$ cat src/rtl/dffram_nibble_master.sv
// Byte-wide master for a nibble-wide dual-port DFF RAM tile: configures the tile, then
// splits byte writes/reads into two nibble phases and returns one response per request.
module dffram_nibble_master #(
    parameter int unsigned RD_BUF     = 0,
    parameter int unsigned CFG_CYCLES = 2
) (
    input  logic       clk,
    input  logic       rst_n,
    input  logic       req_valid,
    output logic       req_ready,
    input  logic       req_write,
    input  logic       req_port,
    input  logic [4:0] req_addr,
    input  logic [7:0] req_wdata,
    output logic       rsp_valid,
    output logic [7:0] rsp_rdata,
    output logic       rsp_err,
    output logic [7:0] ram_ui_in,
    output logic [7:0] ram_uio_in,
    input  logic [7:0] ram_uo_out,
    output logic       ram_rst_n
);

    typedef enum logic [2:0] {
        StCfg, StHold, StIdle, StWrLo, StWrHi, StRdLo, StRdHi, StRsp
    } state_e;

    localparam logic            RdBufBit = (RD_BUF != 0);
    localparam int unsigned     CntW     = (CFG_CYCLES > 1) ? $clog2(CFG_CYCLES) : 1;
    localparam logic [CntW-1:0] CfgLast  = CntW'(CFG_CYCLES - 1);

    state_e          state_q;
    logic            bank_q, pend_q, wr_q, port_q, err_q, wait_q;
    logic [3:0]      addr_q;
    logic [7:0]      wdata_q, data_q;
    logic [CntW-1:0] cnt_q;

    logic       in_idle, accept, addr_err, start_op, op_write, op_port;
    logic [3:0] op_addr, op_wlo, rd_nib;

    // Tile config word: {w_en, write_through, read_buffer_b, read_buffer_a, 000, bank}
    function automatic logic [7:0] cfg_bus(input logic bank);
        return {2'b00, RdBufBit, RdBufBit, 3'b000, bank};
    endfunction

    // A deferred op (after a bank switch) starts from HOLD using the latched fields.
    assign in_idle  = (state_q == StIdle);
    assign accept   = in_idle && req_valid;
    assign addr_err = (req_addr >= 5'd24);
    assign start_op = (accept && !addr_err && (req_addr[4] == bank_q)) ||
                      ((state_q == StHold) && pend_q);
    assign op_write = in_idle ? req_write : wr_q;
    assign op_port  = in_idle ? req_port : port_q;
    assign op_addr  = in_idle ? req_addr[3:0] : addr_q;
    assign op_wlo   = in_idle ? req_wdata[3:0] : wdata_q[3:0];
    assign rd_nib   = port_q ? ram_uo_out[7:4] : ram_uo_out[3:0];

    always_ff @(posedge clk) begin
        if (!rst_n) begin
            state_q    <= StCfg;
            bank_q     <= 1'b0;
            pend_q     <= 1'b0;
            wr_q       <= 1'b0;
            port_q     <= 1'b0;
            err_q      <= 1'b0;
            wait_q     <= 1'b0;
            addr_q     <= 4'h0;
            wdata_q    <= 8'h00;
            data_q     <= 8'h00;
            cnt_q      <= CfgLast;
            ram_rst_n  <= 1'b0;
            req_ready  <= 1'b0;
            rsp_valid  <= 1'b0;
            rsp_rdata  <= 8'h00;
            rsp_err    <= 1'b0;
            ram_ui_in  <= 8'h00;
            ram_uio_in <= cfg_bus(1'b0);
        end else begin
            rsp_valid <= 1'b0;
            if (accept) begin
                wr_q    <= req_write;
                port_q  <= req_port;
                addr_q  <= req_addr[3:0];
                wdata_q <= req_wdata;
                err_q   <= addr_err;
            end
            if (start_op) begin
                req_ready <= 1'b0;
                pend_q    <= 1'b0;
                if (op_write) begin
                    state_q       <= StWrLo;
                    ram_ui_in     <= {op_addr, op_wlo};
                    ram_uio_in[7] <= 1'b1;
                    ram_uio_in[4] <= 1'b1;
                end else begin
                    state_q <= StRdLo;
                    wait_q  <= RdBufBit;
                    if (op_port) begin
                        ram_uio_in[3:0] <= op_addr;
                        ram_uio_in[5]   <= 1'b0;
                    end else begin
                        ram_ui_in[7:4] <= op_addr;
                        ram_uio_in[4]  <= 1'b0;
                    end
                end
            end else begin
                case (state_q)
                    StCfg: begin
                        if (cnt_q == '0) begin
                            state_q   <= StHold;
                            ram_rst_n <= 1'b1;
                        end else begin
                            cnt_q <= cnt_q - CntW'(1);
                        end
                    end
                    StHold: begin
                        state_q   <= StIdle;
                        req_ready <= 1'b1;
                    end
                    StIdle: begin
                        if (req_valid) begin
                            req_ready <= 1'b0;
                            if (addr_err) begin
                                state_q <= StRsp;
                            end else begin
                                // Bank mismatch: reprogram the tile, then run the op.
                                state_q    <= StCfg;
                                bank_q     <= req_addr[4];
                                pend_q     <= 1'b1;
                                cnt_q      <= CfgLast;
                                ram_rst_n  <= 1'b0;
                                ram_uio_in <= cfg_bus(req_addr[4]);
                            end
                        end
                    end
                    StWrLo: begin
                        state_q        <= StWrHi;
                        ram_ui_in[3:0] <= wdata_q[7:4];
                        ram_uio_in[4]  <= 1'b0;
                    end
                    StWrHi: begin
                        state_q       <= StRsp;
                        ram_uio_in[7] <= 1'b0;
                    end
                    StRdLo: begin
                        if (wait_q) begin
                            wait_q <= 1'b0;
                        end else begin
                            state_q     <= StRdHi;
                            data_q[3:0] <= rd_nib;
                            wait_q      <= RdBufBit;
                            if (port_q) ram_uio_in[5] <= 1'b1;
                            else        ram_uio_in[4] <= 1'b1;
                        end
                    end
                    StRdHi: begin
                        if (wait_q) begin
                            wait_q <= 1'b0;
                        end else begin
                            state_q     <= StRsp;
                            data_q[7:4] <= rd_nib;
                        end
                    end
                    StRsp: begin
                        state_q   <= StIdle;
                        req_ready <= 1'b1;
                        rsp_valid <= 1'b1;
                        rsp_err   <= err_q;
                        rsp_rdata <= (err_q || wr_q) ? 8'h00 : data_q;
                    end
                    default: state_q <= StCfg;
                endcase
            end
        end
    end

endmodule

$ cat config.mk
export PLATFORM = sky130hd
export DESIGN_NAME = dffram_nibble_master
export DESIGN_NICKNAME = d
export VERILOG_FILES = /design/src/rtl/dffram_nibble_master.sv
export SDC_FILE = /design/constraint.sdc
export NUM_CORES = 1
export LEC_CHECK = 0
export ABC_AREA = 1
export ABC_CLOCK_PERIOD_IN_PS = 3200
export CORE_ASPECT_RATIO = 0.6
export CORE_MARGIN = 2
export CORE_UTILIZATION = 40
export CTS_CLUSTER_SIZE = 40
export DETAILED_ROUTE_END_ITERATION = 7
export PLACE_DENSITY_LB_ADDON = 0.3
export REMOVE_ABC_BUFFERS = 1
export SYNTH_ARGS = -nofsm -noshare
export SYNTH_HDL_FRONTEND = slang
export SYNTH_SLANG_ARGS = --single-unit
$ cat constraint.sdc
create_clock -name clk -period 3.2 [get_ports clk]
set_clock_uncertainty 0.1 [all_clocks]
set_input_delay 0.64 -clock clk [delete_from_list [all_inputs] [get_ports clk]]
set_output_delay 0.64 -clock clk [all_outputs]
set_load 0.1 [all_outputs]
Word level (Yosys, flattened, before mapping)
Cells that the tools add are included.

word-level totals
  bits in latches = 0
  memory bits (writable) = 0
  bits in registers = 57
  output and inout bits = 28
  logic and storage cells = 140
  memories kept = 0
  bits of input ports = 26
  memory bits (read-only) = 0

cells by class
  magnitude comparators = 1
  bitwise operators = 4
  multiply operators = 0
  add/sub/neg operators = 1
  reduce and logical (&&, ||, !) cells = 36
  mux-type cells = 51
  shift operators = 0
  eq/ne operators = 24
  divide/modulo/power cells = 0

operators by type and width
  operator                                                                number
  4-bit 2-to-1 mux                                                        11
  8-bit 2-to-1 mux                                                        3
  1-bit 2-to-1 mux                                                        21
  3-bit 2-to-1 mux                                                        7
  3-bit case mux with 7 select lines                                      1
  3-bit != test (second input constant)                                   6
  4-bit AND reduction                                                     4
  3-bit equality test (second input constant)                             4
  2-bit nonzero test                                                      6
  2-bit != test (second input constant)                                   5
  1-bit case mux with 2 select lines                                      5
  2-bit AND reduction                                                     5
  5-bit AND reduction                                                     2
  3-bit AND reduction                                                     3
  7-bit AND reduction                                                     1
  3-bit by 2-bit equality test with 1-bit output (second input constant)  2
  6-bit 2-to-1 mux                                                        1
  2-bit by 1-bit != test with 1-bit output (second input constant)        3
  3-bit by 2-bit != test with 1-bit output (second input constant)        2
  6-bit AND reduction                                                     1
  3-bit nonzero test                                                      2
  2-bit OR reduction                                                      3
  5-bit greater-or-equal comparator (second input constant)               1
  1-bit logical AND                                                       4
  other kinds (10)                                                        14

Longest topological paths before layout
Gate-level depths: netlist of run 1.

  depth in word-level cells = 7
  depth in mapped cells = 12
  depth with buffers taken out = 10

Worst setup path before layout of run 1
No wires, ideal clock.

  kind = flip-flop to output port
  start point = register ram_uio_in[7]
  end point = output ram_uio_in[7]
  arrival time = 0.925 ns
  buffers on the path = 0
  stages on the path, launching flop included = 1
  required time = 2.460 ns
  path slack = 1.535 ns
  cell sequence = dfxtp_1

RTL lines
  what                      line  RTL
  start: declaration        19    output logic [7:0] ram_uio_in,
  start signal: assignment  77    ram_uio_in <= cfg_bus(1'b0);
  start signal: assignment  132   ram_uio_in <= cfg_bus(req_addr[4]);

No word-level cell between the ends.

Final worst setup path of run 1
  start point = input req_valid
  end point = register ram_ui_in[4]

between the ends
  longest elaborated chain between the ends = 5

RTL lines
  what                             line  RTL
  start: declaration               9     input logic req_valid,
  1-bit logical AND                48    assign accept = in_idle && req_valid;
  1-bit logical AND (2 in series)  50    assign start_op = (accept && !addr_err && (req_addr[4] == bank_q)) ||
  1-bit logical OR                 50
  2-bit AND reduction (no line)    n/a
  end signal: assignment           92    ram_ui_in <= {op_addr, op_wlo};
  end signal: assignment           102   ram_ui_in[7:4] <= op_addr;
  end: declaration                 18    output logic [7:0] ram_ui_in,

No other way between the ends.
A chain may end at the register's enable or synchronous reset.

==> impl_metrics.tcl, run 1 <==
set metrics [dict create \
    final_max_slew_viol_count 0 \
    critical_path_peak_fanout 21 \
    hold_depth 2 \
    timing_worst_slew_pin_value_ns 0.738 \
    number_of_global_route_vias_before_repair 2119 \
    powerDensity_nw_per_um2 756 \
    clk_pin_slew_ns 0.10 \
    grt_setup_unrepaired "no" \
    lkg_pwr_nw 1.38 \
    route.detailed.drc 0 \
    swShare_pct 47.6 \
    die-area_um2 7370 \
    global_route.overflow_total 0 \
    total_of_max_cap_violations 0 \
    synth_area_leader_cell "sky130_fd_sc_hd__dfxtp_1" \
    synth_top_area_share_pct 42.0 \
    post_cts.resized_instances 0 \
    area_growth_pct 20.5 \
    vias_per_cell 4.87 \
    worstSetupStartpointType "input pin" \
    post_cts_hold_buffer_count 0 \
    rows 23 \
    timing.critical_path.arrival_ns 2.27 \
    worstHoldStart "addr_q[0]$_SDFFE_PN0P_" \
    tritoncts "done" \
    synth_cell_types 30 \
    yosysSeqAreaShare_pct 42.0 \
    crit_required_ns 3.31 \
    placed_cell_area_um2 3130 \
    design.core.area_um2 6560 \
    tns_ns 0 \
    dp_hpwl_mm 4.75 \
    maxClockFrequency_mhz 463 \
    p_seq_share_pct 37.2 \
    comb_power_share_pct 46.5 \
    yosys-top-cells-area "sky130_fd_sc_hd__dfxtp_1, sky130_fd_sc_hd__nand2_1, sky130_fd_sc_hd__a21oi_1, sky130_fd_sc_hd__o21ai_0, sky130_fd_sc_hd__nor2_1" \
    reg2reg_slack_ns 1.11 \
    layout.nets 438 \
    r2r-start "state_q[1]$_SDFFE_PN0P_" \
    dr_total_vias 2435 \
    track_usage_pct 18.2 \
    cts-htree-levels 2 \
    irDropWorstVdd_uv 535 \
    cts-root-buf "sky130_fd_sc_hd__clkbuf_8" \
    final.min_clock_period_ns 2.16 \
    initial_core_util_pct 40.7 \
    synth_cell_count_leaders "sky130_fd_sc_hd__nand2_1, sky130_fd_sc_hd__dfxtp_1, sky130_fd_sc_hd__a21oi_1" \
    ys.flop_type "sky130_fd_sc_hd__dfxtp_1" \
    grt_start_max_net_pins 32 \
    buffer_ports.inserted 52 \
    die_w_um 110 \
    final_cells 500 \
    die_y_um 67.3 \
    cts.sink_count 56 \
    synth_async_sr_flop_share_pct 0 \
    post-place-cells 492 \
    yosysMostFrequentCell "sky130_fd_sc_hd__nand2_1" \
    initial_antenna_violation_count 0 \
    power.switching_w 0.00116 \
    worst_hold_path.endpoint "addr_q[0]$_SDFFE_PN0P_" \
    power_frac_clock_pct 16.3 \
    count_of_final_hold_check_violations 0 \
    min-delay-path-class "reg -> reg" \
    finalSetupViolations 0 \
    critical_path.reg2reg.endpoint "ram_uio_in[4]$_SDFFE_PN0P_" \
    number_of_detailed_route_iterations_in_the_first_pass 4 \
    power_report.internal_total_w 0.00127 \
    ws_path_type "in -> reg" \
    design.portCount 54 \
    synth.ff_latch_count 56 \
    detailedRoute.firstIterationViolations 140 \
    routed_wl_mm 6.38 \
    timing.reg2reg.worst_path_depth 9 \
    clockBufferDepth 2 \
    gp_routability_congestion 0.856 \
    numCtsBuffers 5 \
    synth_edf_count 0 \
    worstSetupEndpointType "register" \
    fraction_of_final_layout_cells_with_drive_strength_greater_than_1_pct 17.7 \
    final_area_um2 3220 \
    yosysWarnings 0 \
    syn_avg_cell_area_um2 7.28 \
    worstSkewPairLatency_ns 0.31 \
    ant_nets 0 \
    grt_first_pass_wirelength_mm 10.4 \
    post_cts_buffers 0 \
    num_antenna_cells 0 \
    worst_slew_margin_rel_pct 50.5 \
    fin_crit_sh_pct 67.5 \
    outcome "finished clean" \
    netlist_instances 367 \
    synthesis.area_um2 2670 \
    wire_per_inst_um 12.8 \
]
final cells by class:
class,instances,area [um2]
clock inverters,3,23.8
clock buffers,5,68.8
flip-flops and latches,56,1120
fillers,666,3340
well taps,87,109
repair buffers,56,483
multi-input cells,257,1270
inverters,36,138
worst max path at each step:
| stage | startpoint | end | depth (start not counted) |
|---|---|---|---|
| 6_report | req_valid | ram_ui_in[4]$_SDFFE_PN0P_ | 8 |
| 5_1_grt | req_valid | ram_uio_in[2]$_SDFFE_PN0P_ | 9 |
| 3_3_place_gp | req_valid | ram_ui_in[6]$_SDFFE_PN0P_ | 8 |
| 2_1_floorplan | state_q[1]$_SDFFE_PN0P_ | addr_q[0]$_SDFFE_PN0P_ | 5 |
| 4_1_cts | req_valid | ram_ui_in[4]$_SDFFE_PN0P_ | 8 |
| 3_5_place_dp | req_valid | ram_ui_in[4]$_SDFFE_PN0P_ | 8 |
worst max-delay path, cell delays in order:
cell                              delay (ns)
sky130_fd_sc_hd__clkdlybuf4s50_1        0.60
sky130_fd_sc_hd__inv_2                  0.07
sky130_fd_sc_hd__a21oi_2                0.16
sky130_fd_sc_hd__nand3_2                0.13
sky130_fd_sc_hd__nand2_4                0.25
sky130_fd_sc_hd__nand2_4                0.13
sky130_fd_sc_hd__o21ai_0                0.23
sky130_fd_sc_hd__nor2_1                 0.06
layer usage:
metal | GRT usage (%) | vias up | part of all wire, %
met1 | 28.1 | 1090 | 53
met3 | 3.96 | 5 | 7.8
li1 | - | 1267 | -
met4 | 4.59 | 0 | 0.83
met5 | 0 | - | 0
met2 | 25.2 | 73 | 38
sequential cells by signal, indices dropped and copies added (netlist names), 3 cells and up:
signal	cells
addr_q	4
ram_uio_in	7
state_q	3
ram_ui_in	8
rsp_rdata	8
data_q	8
wdata_q	8
through the flow:
step / power, W / worst slack [ns] / util, % / hold WS, ns
global placement: 0.00203 / 0.794 / 47.6 / 0.334
global route: 0.00259 / 0.915 / 49.0 / 0.374
floorplan: 0.00175 / 1.27 / - / 0.324
CTS: 0.00244 / 1.05 / 49.0 / 0.357
finish: 0.00243 / 1.04 / 49.0 / 0.354
detailed placement: 0.00204 / 0.723 / 47.6 / 0.341
placed cells by master (no fill, tap or decap):
cell type / n
sky130_fd_sc_hd__nor3_1: 3
sky130_fd_sc_hd__o21a_1: 1
sky130_fd_sc_hd__dfxtp_1: 56
sky130_fd_sc_hd__a21oi_2: 2
sky130_fd_sc_hd__a211oi_1: 1
sky130_fd_sc_hd__clkinv_4: 1
sky130_fd_sc_hd__clkdlybuf4s50_1: 25
sky130_fd_sc_hd__buf_4: 31
sky130_fd_sc_hd__nor2_4: 2
sky130_fd_sc_hd__nand3b_1: 3
sky130_fd_sc_hd__o21ai_0: 29
sky130_fd_sc_hd__o21ai_1: 5
sky130_fd_sc_hd__clkinv_1: 2
sky130_fd_sc_hd__clkbuf_8: 5
sky130_fd_sc_hd__nor2_1: 33
sky130_fd_sc_hd__nand4_1: 4
sky130_fd_sc_hd__nand2_4: 8
sky130_fd_sc_hd__nand4_2: 1
sky130_fd_sc_hd__o21ai_2: 3
sky130_fd_sc_hd__nor2_8: 1
sky130_fd_sc_hd__inv_2: 6
sky130_fd_sc_hd__nand3_2: 2
sky130_fd_sc_hd__nand3_1: 24
sky130_fd_sc_hd__a21oi_1: 38
sky130_fd_sc_hd__nand2_1: 88
sky130_fd_sc_hd__inv_1: 27
sky130_fd_sc_hd__inv_4: 1
sky130_fd_sc_hd__nand2_2: 8
sky130_fd_sc_hd__conb_1: 1
sky130_fd_sc_hd__clkinvlp_4: 2
power groups by stage:
stage          Clock, W  Combinational, W  Sequential, W
6_report       0.000398           0.00113       0.000904
5_1_grt        0.000439           0.00123       0.000921
4_1_cts        0.000408           0.00112       0.000903
3_5_place_dp          0           0.00112       0.000919
3_3_place_gp          0           0.00112       0.000916
2_1_floorplan         0          0.000577        0.00118
cell families after synthesis:
group	count (synthesis)	share of synthesized area [%]
and+or+nand+nor	177	31.9
buffers and inverters	54	10.3
AOI/OAI and AO/OA	79	15.7
DFF	56	42.0
other	1	0.140
Power figures use the tool's default switching activity.
==> run 2: changes to the inputs <==
ABC_CLOCK_PERIOD_IN_PS = 2000   (was 3200)
clock period = 2 ns   (was 3.2 ns; I/O delays follow)
==> impl_metrics.tcl, run 2 (synthesized netlist as in run 1, its figures left out) <==
set metrics [dict create \
    totalPowerFinal_w 0.00410 \
    multi_input_combinational_cell_area_um2 1270 \
    worst_path_cell_with_the_longest_stage_delay "sky130_fd_sc_hd__dfxtp_1" \
    tritoncts "done" \
    post-place-cells 503 \
    final_common_cell "sky130_fd_sc_hd__nand2_1" \
    global_route.overflow_total 0 \
    seq_area_um2 1120 \
    clk_pin_slew_ns 0.10 \
    route.detailed.drc 0 \
    final.min_clock_period_ns 1.80 \
    number_of_detailed_route_iterations_in_the_first_pass 4 \
    gp_routability_congestion 0.884 \
    worstSetupEndpointType "register" \
    cts.sink_count 56 \
    track_usage_pct 18.7 \
    total_of_max_cap_violations 0 \
    grt_start_max_net_pins 30 \
    layout.nets 449 \
    die-area_um2 7370 \
    die_w_um 110 \
    dr_total_vias 2476 \
    max_stage_delay_ns 0.64 \
    clockBufferDepth 2 \
    grt_setup_unrepaired "no" \
    most-common-layout-cells "sky130_fd_sc_hd__nand2_1, sky130_fd_sc_hd__dfxtp_1, sky130_fd_sc_hd__a21oi_1, sky130_fd_sc_hd__nor2_1, sky130_fd_sc_hd__o21ai_0" \
    numCtsBuffers 5 \
    vias_per_cell 4.85 \
    count_of_final_hold_check_violations 0 \
    ws_path_type "reg -> reg" \
    die_y_um 67.3 \
    cts-htree-levels 2 \
    final_max_slew_viol_count 0 \
    min-delay-path-class "reg -> reg" \
    worstSkewPairLatency_ns 0.31 \
    num_antenna_cells 0 \
    num-fill-cells 649 \
    irDropWorstVdd_uv 927 \
    cts-root-buf "sky130_fd_sc_hd__clkbuf_8" \
    worst_slew_margin_rel_pct 57.4 \
    maxClockFrequency_mhz 555 \
    powerDensity_nw_per_um2 1150 \
    crit_required_ns 2.11 \
    fin_crit_sh_pct 90.0 \
    number_of_global_route_vias_before_repair 2230 \
    cp_top_family "simple AND/OR/NAND/NOR gates" \
    timing.critical_path.arrival_ns 1.91 \
    lkg_pwr_nw 1.51 \
    grt_first_pass_wirelength_mm 10.6 \
    fin_ws_ns 0.199 \
    routed_wl_mm 6.37 \
    initial_core_util_pct 40.7 \
    critPathMostFrequentCell "sky130_fd_sc_hd__nand2_4" \
    dp_hpwl_mm 4.82 \
    initial_antenna_violation_count 0 \
    design.core.area_um2 6560 \
    design.portCount 54 \
    crit_path_cell_trace "nand4_2 > nand2_4 > nand2_4 > nand2_4 > inv_2 > nor2_1 > nor2_1" \
    finalSetupViolations 0 \
    fraction_of_final_layout_cells_with_drive_strength_greater_than_1_pct 19.8 \
    buffer_ports.inserted 52 \
    rows 23 \
    area_growth_pct 33.9 \
    layout.core_utilization_pct 54.5 \
    worstSetupStartpointType "register" \
    wire_per_inst_um 12.5 \
    outcome "finished clean" \
    preCtsSetupSlack_ns -0.0878 \
    ant_nets 0 \
    post_cts_buffers 0 \
    critical_path_peak_fanout 8 \
    critical_path.n_buffers_inverters 1 \
    post_cts_hold_buffer_count 0 \
    post_cts.resized_instances 0 \
    timing_worst_slew_pin_value_ns 0.637 \
    final_cells 511 \
    detailedRoute.firstIterationViolations 117 \
]
run 2: where the power goes:
group / leakage (nW) / switching [W] / internal, W
logic: 1.01 / 0.00133 / 0.000688
registers: 0.454 / 0.000160 / 0.00127
clock network: 0.0510 / 0.000370 / 0.000278
run 2: layout make-up:
cell class	instances	share of cell area, %
sequential	56	31.4
inverter	36	3.85
tap	87	3.04
multi-input combinational	257	35.7
clock inverter	2	0.280
timing repair buffer	67	23.5
clock buffer	6	2.31
run 2: stage by stage:
stage	instance area, um2	TNS [ns]	hold slack (ns)
finish	3580	0	0.351
global route	3580	0	0.369
CTS	3580	0	0.352
detailed placement	3480	-0.298	0.338
global placement	3480	0	0.333
floorplan	2530	0	0.324
run 2: routing by layer:
layer / global-route usage [%] / vias to the layer above / part of all wire, %
li1: - / 1292 / -
met3: 3.57 / 8 / 5.5
met1: 28.2 / 1113 / 53
met2: 27.5 / 63 / 41
met5: 0 / - / 0
met4: 3.80 / 0 / 0.86
run 2: path summary, 6_finish.rpt:
check | from | end | slack (ns) | depth (start not counted)
max | state_q[0]$_SDFFE_PN0P_ | ram_ui_in[3]$_SDFFE_PN0P_ | 0.20 | 7
min | addr_q[0]$_SDFFE_PN0P_ | addr_q[0]$_SDFFE_PN0P_ | 0.35 | 2
max reg2reg | state_q[0]$_SDFFE_PN0P_ | ram_ui_in[3]$_SDFFE_PN0P_ | 0.20 | 7
min reg2reg | addr_q[0]$_SDFFE_PN0P_ | addr_q[0]$_SDFFE_PN0P_ | 0.35 | 2
run 2: worst register-to-register path: stages, from the launching register on:
cell and delay [ns]:
sky130_fd_sc_hd__dfxtp_1 0.64, sky130_fd_sc_hd__nand4_2 0.31, sky130_fd_sc_hd__nand2_4 0.25, sky130_fd_sc_hd__nand2_4 0.09
sky130_fd_sc_hd__nand2_4 0.10, sky130_fd_sc_hd__inv_2 0.07, sky130_fd_sc_hd__nor2_1 0.10, sky130_fd_sc_hd__nor2_1 0.06
==> run 3: changes to the inputs <==
ABC_CLOCK_PERIOD_IN_PS = 1800   (was 2000)
clock period = 1.8 ns   (was 2 ns; I/O delays follow)
==> impl_metrics.tcl, run 3 (synthesized netlist as in run 1, its figures left out) <==
set metrics [dict create \
    outcome "finished clean" \
    min-delay-path-class "in -> reg" \
    detailedRoute.firstIterationViolations 74 \
    grt_setup_unrepaired "no" \
    initial_antenna_violation_count 0 \
    final_max_slew_viol_count 0 \
    dr_total_vias 2424 \
    grt_start_max_net_pins 26 \
    layout.core_utilization_pct 57.1 \
    crit_required_ns 1.90 \
    final.min_clock_period_ns 1.66 \
    number_of_global_route_vias_before_repair 2190 \
    r2r-start "state_q[1]$_SDFFE_PN0P_" \
    preCtsSetupSlack_ns -0.243 \
    dp_hpwl_mm 4.95 \
    num_antenna_cells 0 \
    buffer_ports.inserted 52 \
    vias_per_cell 4.69 \
    layout.nets 455 \
    clockBufferDepth 2 \
    irDropWorstVdd_uv 1170 \
    ant_nets 0 \
    post_cts_buffers 0 \
    tritoncts "done" \
    lkg_pwr_nw 1.58 \
    worstSetupEndpointType "register" \
    die_y_um 67.3 \
    numCtsBuffers 5 \
    worstSkewPairLatency_ns 0.30 \
    timing.reg2reg.worst_path_depth 8 \
    design.core.area_um2 6560 \
    initial_core_util_pct 40.7 \
    total_of_max_cap_violations 0 \
    ws_path_type "in -> reg" \
    number_of_detailed_route_iterations_in_the_first_pass 4 \
    fin_ws_ns 0.139 \
    critical_path.reg2reg.endpoint "ram_ui_in[0]$_SDFFE_PN0P_" \
    cts.sink_count 56 \
    most-common-layout-cells "sky130_fd_sc_hd__nand2_1, sky130_fd_sc_hd__dfxtp_1, sky130_fd_sc_hd__a21oi_1, sky130_fd_sc_hd__nor2_1" \
    cts-htree-levels 2 \
    reg2reg_slack_ns 0.14 \
    area_growth_pct 40.3 \
    routed_wl_mm 6.33 \
    route.detailed.drc 0 \
    rows 23 \
    finalSetupViolations 0 \
    die_w_um 110 \
    cp-endpoint "ram_ui_in[7]$_SDFFE_PN0P_" \
    track_usage_pct 18.5 \
    clk_pin_slew_ns 0.10 \
    timing.critical_path.arrival_ns 1.76 \
    worst_setup_path_startpoint "req_valid" \
    fraction_of_final_layout_cells_with_drive_strength_greater_than_1_pct 21.4 \
    design.portCount 54 \
    global_route.overflow_total 0 \
    critical_path_peak_fanout 8 \
    powerDensity_nw_per_um2 1290 \
    fin_crit_sh_pct 92.3 \
    worst_slew_margin_rel_pct 59.0 \
    gp_routability_congestion 0.922 \
    die-area_um2 7370 \
    final_common_cell "sky130_fd_sc_hd__nand2_1" \
    wire_per_inst_um 12.3 \
    worstSetupStartpointType "input pin" \
    cts-root-buf "sky130_fd_sc_hd__clkbuf_8" \
    count_of_final_hold_check_violations 0 \
    grt_first_pass_wirelength_mm 10.6 \
    maxClockFrequency_mhz 602 \
    timing_worst_slew_pin_value_ns 0.612 \
]
run 3: area by class of cell:
class | instances | area (um2)
inverters | 36 | 138
clock buffers | 7 | 96.3
fillers | 616 | 2810
repair buffers | 73 | 976
multi-input cells | 257 | 1270
well taps | 87 | 109
flip-flops and latches | 56 | 1120
clock inverters | 1 | 30.0
run 3: through the flow:
step / total power (W) / area [um2] / hold slack (ns) / setup TNS, ns / instances
2_1_floorplan: 0.00312 / 2530 / 0.324 / -2.31 / 349
3_3_place_gp: 0.00391 / 3620 / 0.332 / -2.16 / 509
3_5_place_dp: 0.00394 / 3620 / 0.341 / -3.03 / 509
4_1_cts: 0.00482 / 3740 / 0.355 / 0 / 517
5_1_grt: 0.00510 / 3750 / 0.367 / 0 / 517
6_report: 0.00482 / 3750 / 0.336 / 0 / 517
run 3: how the worst min path moves through the flow:
| stage | slack [ns] | startpoint | cells past startpoint | end |
|---|---|---|---|---|
| after global routing | 0.37 | req_addr[4] | 3 | bank_q$_SDFFE_PN0P_ |
| final | 0.34 | req_addr[4] | 3 | bank_q$_SDFFE_PN0P_ |
| after floorplan | 0.32 | data_q[4]$_SDFFE_PN0P_ | 2 | data_q[4]$_SDFFE_PN0P_ |
| after detailed placement | 0.34 | data_q[7]$_SDFFE_PN0P_ | 2 | data_q[7]$_SDFFE_PN0P_ |
| after global placement | 0.33 | data_q[4]$_SDFFE_PN0P_ | 2 | data_q[4]$_SDFFE_PN0P_ |
| after CTS | 0.35 | data_q[7]$_SDFFE_PN0P_ | 2 | data_q[7]$_SDFFE_PN0P_ |
run 3: critical path: stages:
cell                              delay [ns]
sky130_fd_sc_hd__clkdlybuf4s50_1        0.50
sky130_fd_sc_hd__inv_2                  0.06
sky130_fd_sc_hd__a21oi_2                0.15
sky130_fd_sc_hd__nand3_2                0.12
sky130_fd_sc_hd__nand2_4                0.17
sky130_fd_sc_hd__nand2_4                0.12
sky130_fd_sc_hd__o21ai_0                0.22
sky130_fd_sc_hd__nor2_1                 0.06
run 3: report_power, final:
group / internal (W) / switching (W)
logic: 0.000826 / 0.00148
clock network: 0.000492 / 0.000405
registers: 0.00142 / 0.000195
run 3: layer usage:
layer / up-vias / global-route usage, % / part of all wire [%] / wire [um]
li1: 1302 / - / - / -
met1: 1070 / 28.2 / 54 / 3420
met2: 50 / 26.7 / 41 / 2570
met3: 2 / 3.96 / 5.0 / 318
met4: 0 / 3.32 / 0.46 / 29
met5: - / 0 / 0 / 0
run 3: timing repair:
action	4_1_cts	5_1_grt
gates resized for setup	0	3
endpoints found under the hold margin	0	0
hold buffers	0	0
endpoints found under the setup margin	0	23
